[src/rtl/dvi_mode_if.sv]
// Mode-change request bus between control logic and dvi_mode_sequencer.
// master: control side (drives valid/mode), slave: the sequencer.
interface dvi_mode_if;
  logic       req_valid;
  logic       req_ready;
  logic [1:0] req_mode;
  logic       req_error;

  modport master (output req_valid, output req_mode, input req_ready, input req_error);
  modport slave  (input req_valid, input req_mode, output req_ready, output req_error);
endinterface

[src/rtl/dvi_mode_sequencer.sv]
// dvi_mode_sequencer: applies video timing modes on frame boundaries.
// A request is accepted in RUN, the block waits for a vsync rising edge
// (DRAIN), loads the new timing row (LOAD), holds the pattern generator in
// reset (HOLD), then stays muted for MUTE_FRAMES frames (SETTLE).
// Optional build macro DVI_MODE_SEQ_WATCHDOG_EN: a cycle watchdog in DRAIN
// and SETTLE that synthesises a frame edge when vsync is dead or stuck.
module dvi_mode_sequencer #(
  parameter int DEFAULT_MODE    = 2,
  parameter int RESET_CYCLES    = 16,
  parameter int MUTE_FRAMES     = 2,
  parameter int WATCHDOG_CYCLES = 16777216
) (
  input  logic        clock,
  input  logic        reset,
  dvi_mode_if.slave   req,
  input  logic        video_vsync,
  output logic [1:0]  mode_current,
  output logic        busy,
  output logic        tpg_reset,
  output logic        mute,
  output logic [11:0] h_sync,
  output logic [11:0] h_back,
  output logic [11:0] h_active,
  output logic [11:0] h_front,
  output logic [11:0] v_sync,
  output logic [11:0] v_back,
  output logic [11:0] v_active,
  output logic [11:0] v_front,
  output logic        wdt_timeout
);

  // One shared counter serves HOLD (cycles) and SETTLE (frames); the
  // watchdog counter uses the same width so one sizing rule covers both.
  localparam int CNT_MAX_RM = (RESET_CYCLES > MUTE_FRAMES) ? RESET_CYCLES : MUTE_FRAMES;
  localparam int CNT_MAX    = (CNT_MAX_RM > WATCHDOG_CYCLES) ? CNT_MAX_RM : WATCHDOG_CYCLES;
  localparam int CNT_W      = $clog2(CNT_MAX + 1);

  localparam logic [CNT_W-1:0] RST_LAST  = CNT_W'(RESET_CYCLES - 1);
  localparam logic [CNT_W-1:0] MUTE_LAST = (MUTE_FRAMES > 0) ? CNT_W'(MUTE_FRAMES - 1) : '0;
  localparam logic [1:0]       DEF_M     = 2'(DEFAULT_MODE);

  localparam logic [2:0] S_RUN    = 3'd0;
  localparam logic [2:0] S_DRAIN  = 3'd1;
  localparam logic [2:0] S_LOAD   = 3'd2;
  localparam logic [2:0] S_HOLD   = 3'd3;
  localparam logic [2:0] S_SETTLE = 3'd4;

  typedef struct packed {
    logic [11:0] hs, hb, ha, hf;
    logic [11:0] vs, vb, va, vf;
  } timing_t;

  // Mode table: sync/back/active/front for H then V. Mode 3 is never
  // loaded (rejected at the handshake); it maps to the mode 2 row.
  function automatic timing_t mode_row(input logic [1:0] m);
    timing_t t;
    case (m)
      2'd0:    t = '{12'd40,  12'd220, 12'd1280, 12'd110, 12'd5, 12'd20, 12'd720,  12'd5};
      2'd1:    t = '{12'd44,  12'd148, 12'd1920, 12'd88,  12'd5, 12'd36, 12'd1080, 12'd4};
      default: t = '{12'd192, 12'd304, 12'd1600, 12'd64,  12'd3, 12'd46, 12'd1200, 12'd1};
    endcase
    return t;
  endfunction

  logic [2:0]       st, st_nxt;
  logic [CNT_W-1:0] cnt, cnt_nxt;
  logic             vs_d;
  logic             vs_edge;
  logic             frame_edge;
  logic             wait_st;
  logic             acc_ok, acc_bad;
  logic [1:0]       pend_mode;
  logic [1:0]       mode_q;
  timing_t          tim_q;
  logic             err_q;

  assign vs_edge = video_vsync & ~vs_d;
  assign wait_st = (st == S_DRAIN) || (st == S_SETTLE);

`ifdef DVI_MODE_SEQ_WATCHDOG_EN
  localparam logic [CNT_W-1:0] WDT_LAST = CNT_W'(WATCHDOG_CYCLES - 1);

  logic [CNT_W-1:0] wcnt;
  logic             wdt_fire;
  logic             wdt_q;

  // A real edge always wins; the watchdog only fills in for a missing one.
  assign wdt_fire   = wait_st && !vs_edge && (wcnt == WDT_LAST);
  assign frame_edge = vs_edge | wdt_fire;

  // Watchdog counter: runs only while waiting for a frame edge, cleared by
  // any (real or synthetic) edge and held at zero in all other states, so it
  // is already zero on DRAIN/SETTLE entry.
  always_ff @(posedge clock) begin
    if (reset) begin
      wcnt  <= '0;
      wdt_q <= 1'b0;
    end else begin
      wdt_q <= wdt_fire;
      wcnt  <= (wait_st && !frame_edge) ? wcnt + CNT_W'(1) : '0;
    end
  end

  assign wdt_timeout = wdt_q;
`else
  assign frame_edge  = vs_edge;
  assign wdt_timeout = 1'b0;
`endif

  // Next-state and counter logic for the resync sequence.
  always_comb begin
    st_nxt  = st;
    cnt_nxt = cnt;
    acc_ok  = 1'b0;
    acc_bad = 1'b0;
    case (st)
      S_RUN: begin
        if (req.req_valid) begin
          if (req.req_mode == 2'd3) begin
            acc_bad = 1'b1;
          end else begin
            acc_ok = 1'b1;
            st_nxt = S_DRAIN;
          end
        end
      end
      S_DRAIN: begin
        if (frame_edge) st_nxt = S_LOAD;
      end
      S_LOAD: begin
        st_nxt  = S_HOLD;
        cnt_nxt = '0;
      end
      S_HOLD: begin
        // Vsync is ignored here: the generator is in reset and its vsync
        // is meaningless until release.
        if (cnt == RST_LAST) begin
          st_nxt  = S_SETTLE;
          cnt_nxt = '0;
        end else begin
          cnt_nxt = cnt + CNT_W'(1);
        end
      end
      S_SETTLE: begin
        if (MUTE_FRAMES == 0) begin
          st_nxt = S_RUN;
        end else if (frame_edge) begin
          if (cnt == MUTE_LAST) begin
            st_nxt  = S_RUN;
            cnt_nxt = '0;
          end else begin
            cnt_nxt = cnt + CNT_W'(1);
          end
        end
      end
      default: begin
        st_nxt  = S_HOLD;
        cnt_nxt = '0;
      end
    endcase
  end

  // State, counter and vsync history registers.
  always_ff @(posedge clock) begin
    if (reset) begin
      st   <= S_HOLD;
      cnt  <= '0;
      vs_d <= 1'b0;
    end else begin
      st   <= st_nxt;
      cnt  <= cnt_nxt;
      vs_d <= video_vsync;
    end
  end

  // Request capture and the one-cycle invalid-mode pulse; a reset drops
  // any request still waiting in DRAIN.
  always_ff @(posedge clock) begin
    if (reset) begin
      pend_mode <= DEF_M;
      err_q     <= 1'b0;
    end else begin
      err_q <= acc_bad;
      if (acc_ok) pend_mode <= req.req_mode;
    end
  end

  // Timing row and mode_current change only when leaving LOAD, so they
  // are stable for the whole frame in every other state.
  always_ff @(posedge clock) begin
    if (reset) begin
      mode_q <= DEF_M;
      tim_q  <= mode_row(DEF_M);
    end else if (st == S_LOAD) begin
      mode_q <= pend_mode;
      tim_q  <= mode_row(pend_mode);
    end
  end

  // Control outputs decode straight from the state register; reset lands
  // in HOLD, which gives the required reset values.
  assign req.req_ready = (st == S_RUN);
  assign req.req_error = err_q;
  assign busy          = (st != S_RUN);
  assign tpg_reset     = (st == S_HOLD);
  assign mute          = (st == S_LOAD) || (st == S_HOLD) || (st == S_SETTLE);
  assign mode_current  = mode_q;

  assign h_sync   = tim_q.hs;
  assign h_back   = tim_q.hb;
  assign h_active = tim_q.ha;
  assign h_front  = tim_q.hf;
  assign v_sync   = tim_q.vs;
  assign v_back   = tim_q.vb;
  assign v_active = tim_q.va;
  assign v_front  = tim_q.vf;

endmodule
[src/flat_wrapper.sv]
// flat-port wrapper written by rule: the top's interface ports become plain ports
module dvi_mode_sequencer_flat 
#(
  parameter int DEFAULT_MODE    = 2,
  parameter int RESET_CYCLES    = 16,
  parameter int MUTE_FRAMES     = 2,
  parameter int WATCHDOG_CYCLES = 16777216
)
  (clock, reset, video_vsync, mode_current, busy, tpg_reset, mute, h_sync, h_back, h_active, h_front, v_sync, v_back, v_active, v_front, wdt_timeout, req_req_valid, req_req_mode, req_req_ready, req_req_error);
  dvi_mode_if req_i ();
  input  logic clock;
  input  logic reset;
  input  logic video_vsync;
  output logic [1:0] mode_current;
  output logic busy;
  output logic tpg_reset;
  output logic mute;
  output logic [11:0] h_sync;
  output logic [11:0] h_back;
  output logic [11:0] h_active;
  output logic [11:0] h_front;
  output logic [11:0] v_sync;
  output logic [11:0] v_back;
  output logic [11:0] v_active;
  output logic [11:0] v_front;
  output logic wdt_timeout;
  input wire logic [$bits(req_i.req_valid)-1:0] req_req_valid;
  input wire logic [$bits(req_i.req_mode)-1:0] req_req_mode;
  output wire logic [$bits(req_i.req_ready)-1:0] req_req_ready;
  output wire logic [$bits(req_i.req_error)-1:0] req_req_error;
  assign req_i.req_valid = req_req_valid;
  assign req_i.req_mode = req_req_mode;
  assign req_req_ready = req_i.req_ready;
  assign req_req_error = req_i.req_error;
  dvi_mode_sequencer #(.DEFAULT_MODE(DEFAULT_MODE), .RESET_CYCLES(RESET_CYCLES), .MUTE_FRAMES(MUTE_FRAMES), .WATCHDOG_CYCLES(WATCHDOG_CYCLES)) u_core (.clock(clock), .reset(reset), .req(req_i), .video_vsync(video_vsync), .mode_current(mode_current), .busy(busy), .tpg_reset(tpg_reset), .mute(mute), .h_sync(h_sync), .h_back(h_back), .h_active(h_active), .h_front(h_front), .v_sync(v_sync), .v_back(v_back), .v_active(v_active), .v_front(v_front), .wdt_timeout(wdt_timeout));
endmodule
[config.mk]
export PLATFORM = sky130hd
export DESIGN_NAME = dvi_mode_sequencer_flat
export DESIGN_NICKNAME = d
export VERILOG_FILES = /design/src/rtl/dvi_mode_if.sv /design/src/rtl/dvi_mode_sequencer.sv /design/src/flat_wrapper.sv
export SDC_FILE = /design/constraint.sdc
export NUM_CORES = 1
export LEC_CHECK = 0
export BUFFER_PORTS_ARGS = -buffer_cell sky130_fd_sc_hd__buf_2
export CAP_MARGIN = 40
export CELL_PAD_IN_SITES_DETAIL_PLACEMENT = 1
export CELL_PAD_IN_SITES_GLOBAL_PLACEMENT = 1
export CORE_ASPECT_RATIO = 0.7
export CORE_MARGIN = 2
export CORE_UTILIZATION = 29
export CTS_CLUSTER_SIZE = 30
export DETAILED_ROUTE_END_ITERATION = 12
export GPL_ROUTABILITY_DRIVEN = 0
export GPL_TIMING_DRIVEN = 0
export PLACE_DENSITY = 0.75
export SLEW_MARGIN = 20
export SYNTH_ARGS = -nofsm -noshare
export SYNTH_HDL_FRONTEND = slang
export SYNTH_SLANG_ARGS = --single-unit
[constraint.sdc]
create_clock -name clock -period 2.05 [get_ports clock]
set_input_delay 0.41 -clock clock [delete_from_list [all_inputs] [get_ports clock]]
set_output_delay 0.41 -clock clock [all_outputs]
set_load 0.01 [all_outputs]
# Yosys cells after proc, flatten, opt, wreduce, memory -nomap -nowiden
# Index checks and enable logic that the tools add are counted.
[word_totals] output_inout_bits=104 register_bits=130
[op_classes] reduce_logical=9 bitwise_logic=5 muxes=16 eq_ne=14 addsub=1
[op_table] cell="$pmux 92 s2" count=1
[op_table] cell="$mux 25" count=3
[op_table] cell="$pmux 25 s3" count=1
[op_table] cell="$add 25x1->25 const B" count=1
[op_table] cell="$eq 25x1->1 const B" count=1
[op_table] cell="$eq 25x4->1 const B" count=1
[op_table] cell="$mux 3" count=6
[op_table] cell="$pmux 3 s4" count=1
[op_table] cell="$eq 3x2->1 const B" count=2
[op_table] cell="$ne 2x1->1 const B" count=3
[op_table] cell="$ne 2x2->1 const B" count=3
[op_table] cell="$reduce_and 6->1" count=1
[op_table] cell="$mux 1" count=4
[op_table] cell="$not 1->1" count=4
[op_table] cell="$eq 3x1->1 const B" count=1
[op_table] cell="$eq 3x3->1 const B" count=1
[op_table] cell="$logic_not 3->1" count=1
[op_table] cell="$reduce_bool 3->1" count=1
[op_table] cell="$reduce_or 3->1" count=1
[op_table] cell="$eq 2x1->1 const B" count=1
[op_table] cell="$eq 2x2->1 const B" count=1
[op_table] cell="$logic_not 2->1" count=1
[op_table] cell="$logic_or 1x1->1" count=2
[op_table] cell="$reduce_and 2->1" count=1
[op_table] cell="other kinds (2)" count=2

# Longest topological paths before layout
[depth] depth_word=4 depth_mapped=8 depth_no_buf=7

# Worst setup path after synthesis
# OpenSTA, ideal clock, no wires.
[synth_timing] path_type="register to register" startpoint="register u_core.cnt[0]" endpoint="register u_core.cnt[1]" path_stages_with_launch=8 slack_ns=0.187 arrival_ns=1.730 path_buffers=1 setup_ns=0.133 required_ns=1.917 cell_sequence="dfxtp_1 -> ha_1 -> or3b_1 -> a32o_1 -> or2_1 -> o21bai_2 -> buf_4 -> a211oi_1"
[synth_via] elab_chain_cells=4 word_cells_on_any_way=7 classes_between="add/sub: 1; eq/ne: 2; mux: 4"
[synth_rtl] item="start: declaration" line_no="dvi_mode_sequencer.sv:66" text="logic [CNT_W-1:0] cnt, cnt_nxt;"
[synth_rtl] item="start signal: assignment" line_no="dvi_mode_sequencer.sv:171" text="cnt <= cnt_nxt;"
[synth_rtl] item="$add 25x1->25 / $eq 25x1->1 (equally long branches)" line_no="dvi_mode_sequencer.sv:141, dvi_mode_sequencer.sv:152, dvi_mode_sequencer.sv:148"
[synth_rtl] item="$mux 25" line_no="dvi_mode_sequencer.sv:148" text="if (cnt == MUTE_LAST) begin"
[synth_rtl] item="$mux 25" line_no="dvi_mode_sequencer.sv:147" text="end else if (frame_edge) begin"
[synth_rtl] item="$pmux 25 s3 (*)" line_no="dvi_mode_sequencer.sv:116" text="case (st)"
# Every way passes the cells marked *; elsewhere a longest branch is shown, timed or not. The select of a mux whose other input is x is not followed.
# A chain may end at the register's enable or synchronous reset.

# Final worst setup path
[layout_timing] startpoint="register u_core.cnt[1]" endpoint="register u_core.cnt[1]"
# The elaborated chain is that of the path after synthesis.

==> flow_summary.json <==
{
  "instances_no_fill": 571,
  "max-cap-violations": 0,
  "first_pass_iters": 4,
  "timing.critical_path.to_type": "register",
  "switching_pwr_w": 0.000960,
  "worstPathMaxFanout": 5,
  "total_power_w": 0.00284,
  "path_clk_slew_ns": 0.06,
  "ios": 110,
  "std_cell_rows": 29,
  "dr_total_vias": 2375,
  "p_leak_nw": 1.69,
  "asr_flop_ratio_synth_pct": 0,
  "grtUsageTotal_pct": 13.4,
  "violations_in_the_final_reports": "negative setup slack",
  "synth.yosys.seq_area_share_pct": 30.4,
  "worst_reg2reg_setup_slack_ns": -0.0007,
  "design.die.area_um2": 9860,
  "worst_skew_late_latency_ns": 0.29,
  "numPlacedInstances": 558,
  "r2r_start": "u_core.cnt[1]",
  "final.setup_skew_ns": 0.00950,
  "dp_hpwl_mm": 5.21,
  "ctsHoldBuffers": 0,
  "drt_drc_violations_left": 0,
  "critPathLaunchType": "register",
  "route.antenna.remaining_nets": 0,
  "finalWorstPathRequiredPeriod_ns": 2.05,
  "finish.utilization_pct": 39.6,
  "grt_antenna_before_repair": 0,
  "share_seq_of_total_power_pct": 31.9,
  "drive_above_1_share_pct": 38.9,
  "cts.root.buffer_cell": "clkbuf_16",
  "worstHoldStart": "video_vsync",
  "vias_per_cell": 4.16,
  "run_status": "finished with violations",
  "grt_setup_unrepaired": "true",
  "die_h_um": 83.7,
  "swShare_pct": 33.8,
  "most-common-layout-cells": "buf_4 (94), conb_1 (63), buf_2 (49)",
  "layout.cells.most_common": "buf_4",
  "comb_power_share_pct": 35.7,
  "port-buffer-count": 46,
  "netlist_area_um2": 2630,
  "hold_wc_path_type": "primary input to register",
  "start_util_pct": 29.5,
  "class_of_the_most_critical_setup_path": "register to register",
  "ff2ff_path_depth": 8,
  "core_area_um2": 8930,
  "worst_pin_slew_ns": 0.573,
  "crit-reg2reg-capture": "u_core.cnt[1]",
  "floorplan.die.width_um": 118,
  "area_growth_syn_to_layout_pct": 34.2,
  "ys.warnings.count": 0,
  "cts_tree": "done",
  "synthFlopType": "dfxtp_1",
  "clock_power_share_pct": 32.4,
  "htree_num_levels": 2,
  "finalWorstSetupSlack_ns": -0.000661,
  "netlist_instances": 327,
  "grt_overflow": 0,
  "max_slew_margin_pct": 61.7,
  "final-max-slew-violation-count": 0,
  "cts-buffers-inserted": 5,
  "critPathArrivalTime_ns": 2.21,
  "detail_route.iter0.violations": 66,
  "synth_enable_flop_cells": 0,
  "hold_path_depth": 2,
  "diodes": 0,
  "setup_viol": 1,
  "share_of_the_clock_period_used_by_the_worst_path_after_layout_pct": 100,
  "grt_max_degree": 15,
  "timing.final.hold_violations": 0,
  "power-per-cell-area_nw_per_um2": 804,
  "routed_wirelength_mm": 6.91,
  "p_int_w": 0.00188,
  "synth.ff_latch_count": 40,
  "final_net_count": 454,
  "post_synth.cell_area_avg_um2": 8.05,
  "worst_ep_required_ns": 2.21,
  "fmax_mhz": 488,
  "grt_first_pass_wirelength_mm": 10.8,
  "min_to": "u_core.vs_d",
  "cts.sinks": 40,
  "clock_tree.buffer_depth": 2,
  "synth.distinct_cells": 48,
  "grt_pass1_vias": 2265,
  "per_cell_routed_wire_length_um": 12.1,
  "worst_ir_drop_vdd_uv": 317
}
==> layer usage <==
metal	wire length, um	track usage [%]	up-vias
met5	0	0	-
met4	90	2.96	0
met3	283	3.35	8
met2	3260	22.9	53
met1	3280	17.0	1116
li1	-	-	1198
==> critical path: stages (launching register included) <==
cell,delay (ns)
dfxtp_2,0.34
inv_2,0.07
ha_4,0.12
or3b_1,0.35
a32o_2,0.30
or2_4,0.29
o21bai_4,0.23
buf_6,0.16
a211oi_1,0.05
==> repair_timing <==
item                                    in CTS  in global routing
gates resized for setup                      3                 21
cloned                                       0                  2
endpoints found under the setup margin      25                 24
setup buffers                                0                  3
pin swaps                                    0                 10
==> logic make-up after synthesis <==
family / after synthesis / synth area share, %
xor gates and xnor gates: 19 / 6.32
AOI/OAI and AO/OA: 39 / 10.1
and+or+nand+nor: 118 / 23.2
adders and majority gates: 2 / 0.951
buffers and inverters: 107 / 28.7
other: 2 / 0.285
DFF: 40 / 30.4
==> final cells by class <==
| type | count | area (um^2) |
|---|---|---|
| well taps | 124 | 155 |
| clock buffers | 5 | 125 |
| repair buffers | 51 | 275 |
| multi-input cells | 241 | 1360 |
| flip-flops and latches | 40 | 806 |
| fillers | 1145 | 5390 |
| plain buffers | 99 | 733 |
| clock inverters | 3 | 46.3 |
| inverters | 8 | 30.0 |
==> synth_stat cells (3+ instances only) <==
cell type,n,share of area (%)
buf_4,93,27
xor2_1,11,3.7
o21bai_1,3,0.86
nor2_1,37,5.3
clkbuf_1,3,0.43
and3_1,3,0.71
dfxtp_1,40,30
o31ai_1,4,1.1
nand2_1,19,2.7
a311oi_1,3,1.0
nor3_1,8,1.5
xnor2_1,8,2.7
o21ai_0,8,1.5
nor4_1,8,1.9
inv_1,8,1.1
nand3_1,12,2.3
buf_2,3,0.57
a21oi_1,9,1.7
nor2b_1,3,0.71
nand4_1,9,2.1
nand2b_1,3,0.71
==> flip-flops by register name, indices dropped and copies added (netlist names) <==
| signal | cells |
|---|---|
| u_core.pend_mode | 2 |
| u_core.h_back | 1 |
| u_core.req.req_error | 1 |
| u_core.v_active | 1 |
| u_core.v_front | 1 |
| u_core.mode_current | 2 |
| u_core.st | 3 |
| u_core.vs_d | 1 |
| u_core.cnt | 25 |
| u_core.h_sync | 3 |
==> power by group through the flow <==
stage	clock [W]	sequential, W	combinational, W
4_1_cts	0.000938	0.000894	0.000861
6_report	0.000920	0.000906	0.00102
3_3_place_gp	0	0.000902	0.000805
5_1_grt	0.000984	0.000917	0.00111
3_5_place_dp	0	0.000907	0.000839
2_1_floorplan	0	0.000901	0.000599
==> worst max path at each step <==
stage / from / slack (ns) / endpoint / depth (start not counted)
global placement: u_core.cnt[0] / -0.04 / u_core.cnt[1] / 7
detailed placement: u_core.cnt[0] / -0.07 / u_core.cnt[1] / 7
global route: u_core.cnt[8] / -0.06 / u_core.cnt[24] / 5
floorplan: u_core.cnt[0] / 0.19 / u_core.cnt[1] / 7
finish: u_core.cnt[1] / -0.0007 / u_core.cnt[1] / 8
CTS: u_core.cnt[1] / -0.03 / u_core.cnt[1] / 8
==> metrics by stage <==
step	setup TNS, ns	instance area, um^2	hold WS, ns	setup WS, ns
final	-0.000661	3530	0.362	-0.000661
after global routing	-0.625	3530	0.379	-0.0645
after CTS	-0.0594	3420	0.359	-0.0301
after detailed placement	-0.982	3250	0.448	-0.0697
after global placement	-0.277	3250	0.432	-0.0409
after floorplan	0	2860	0.455	0.187
Note: power is estimated with default switching activity, not from simulation.
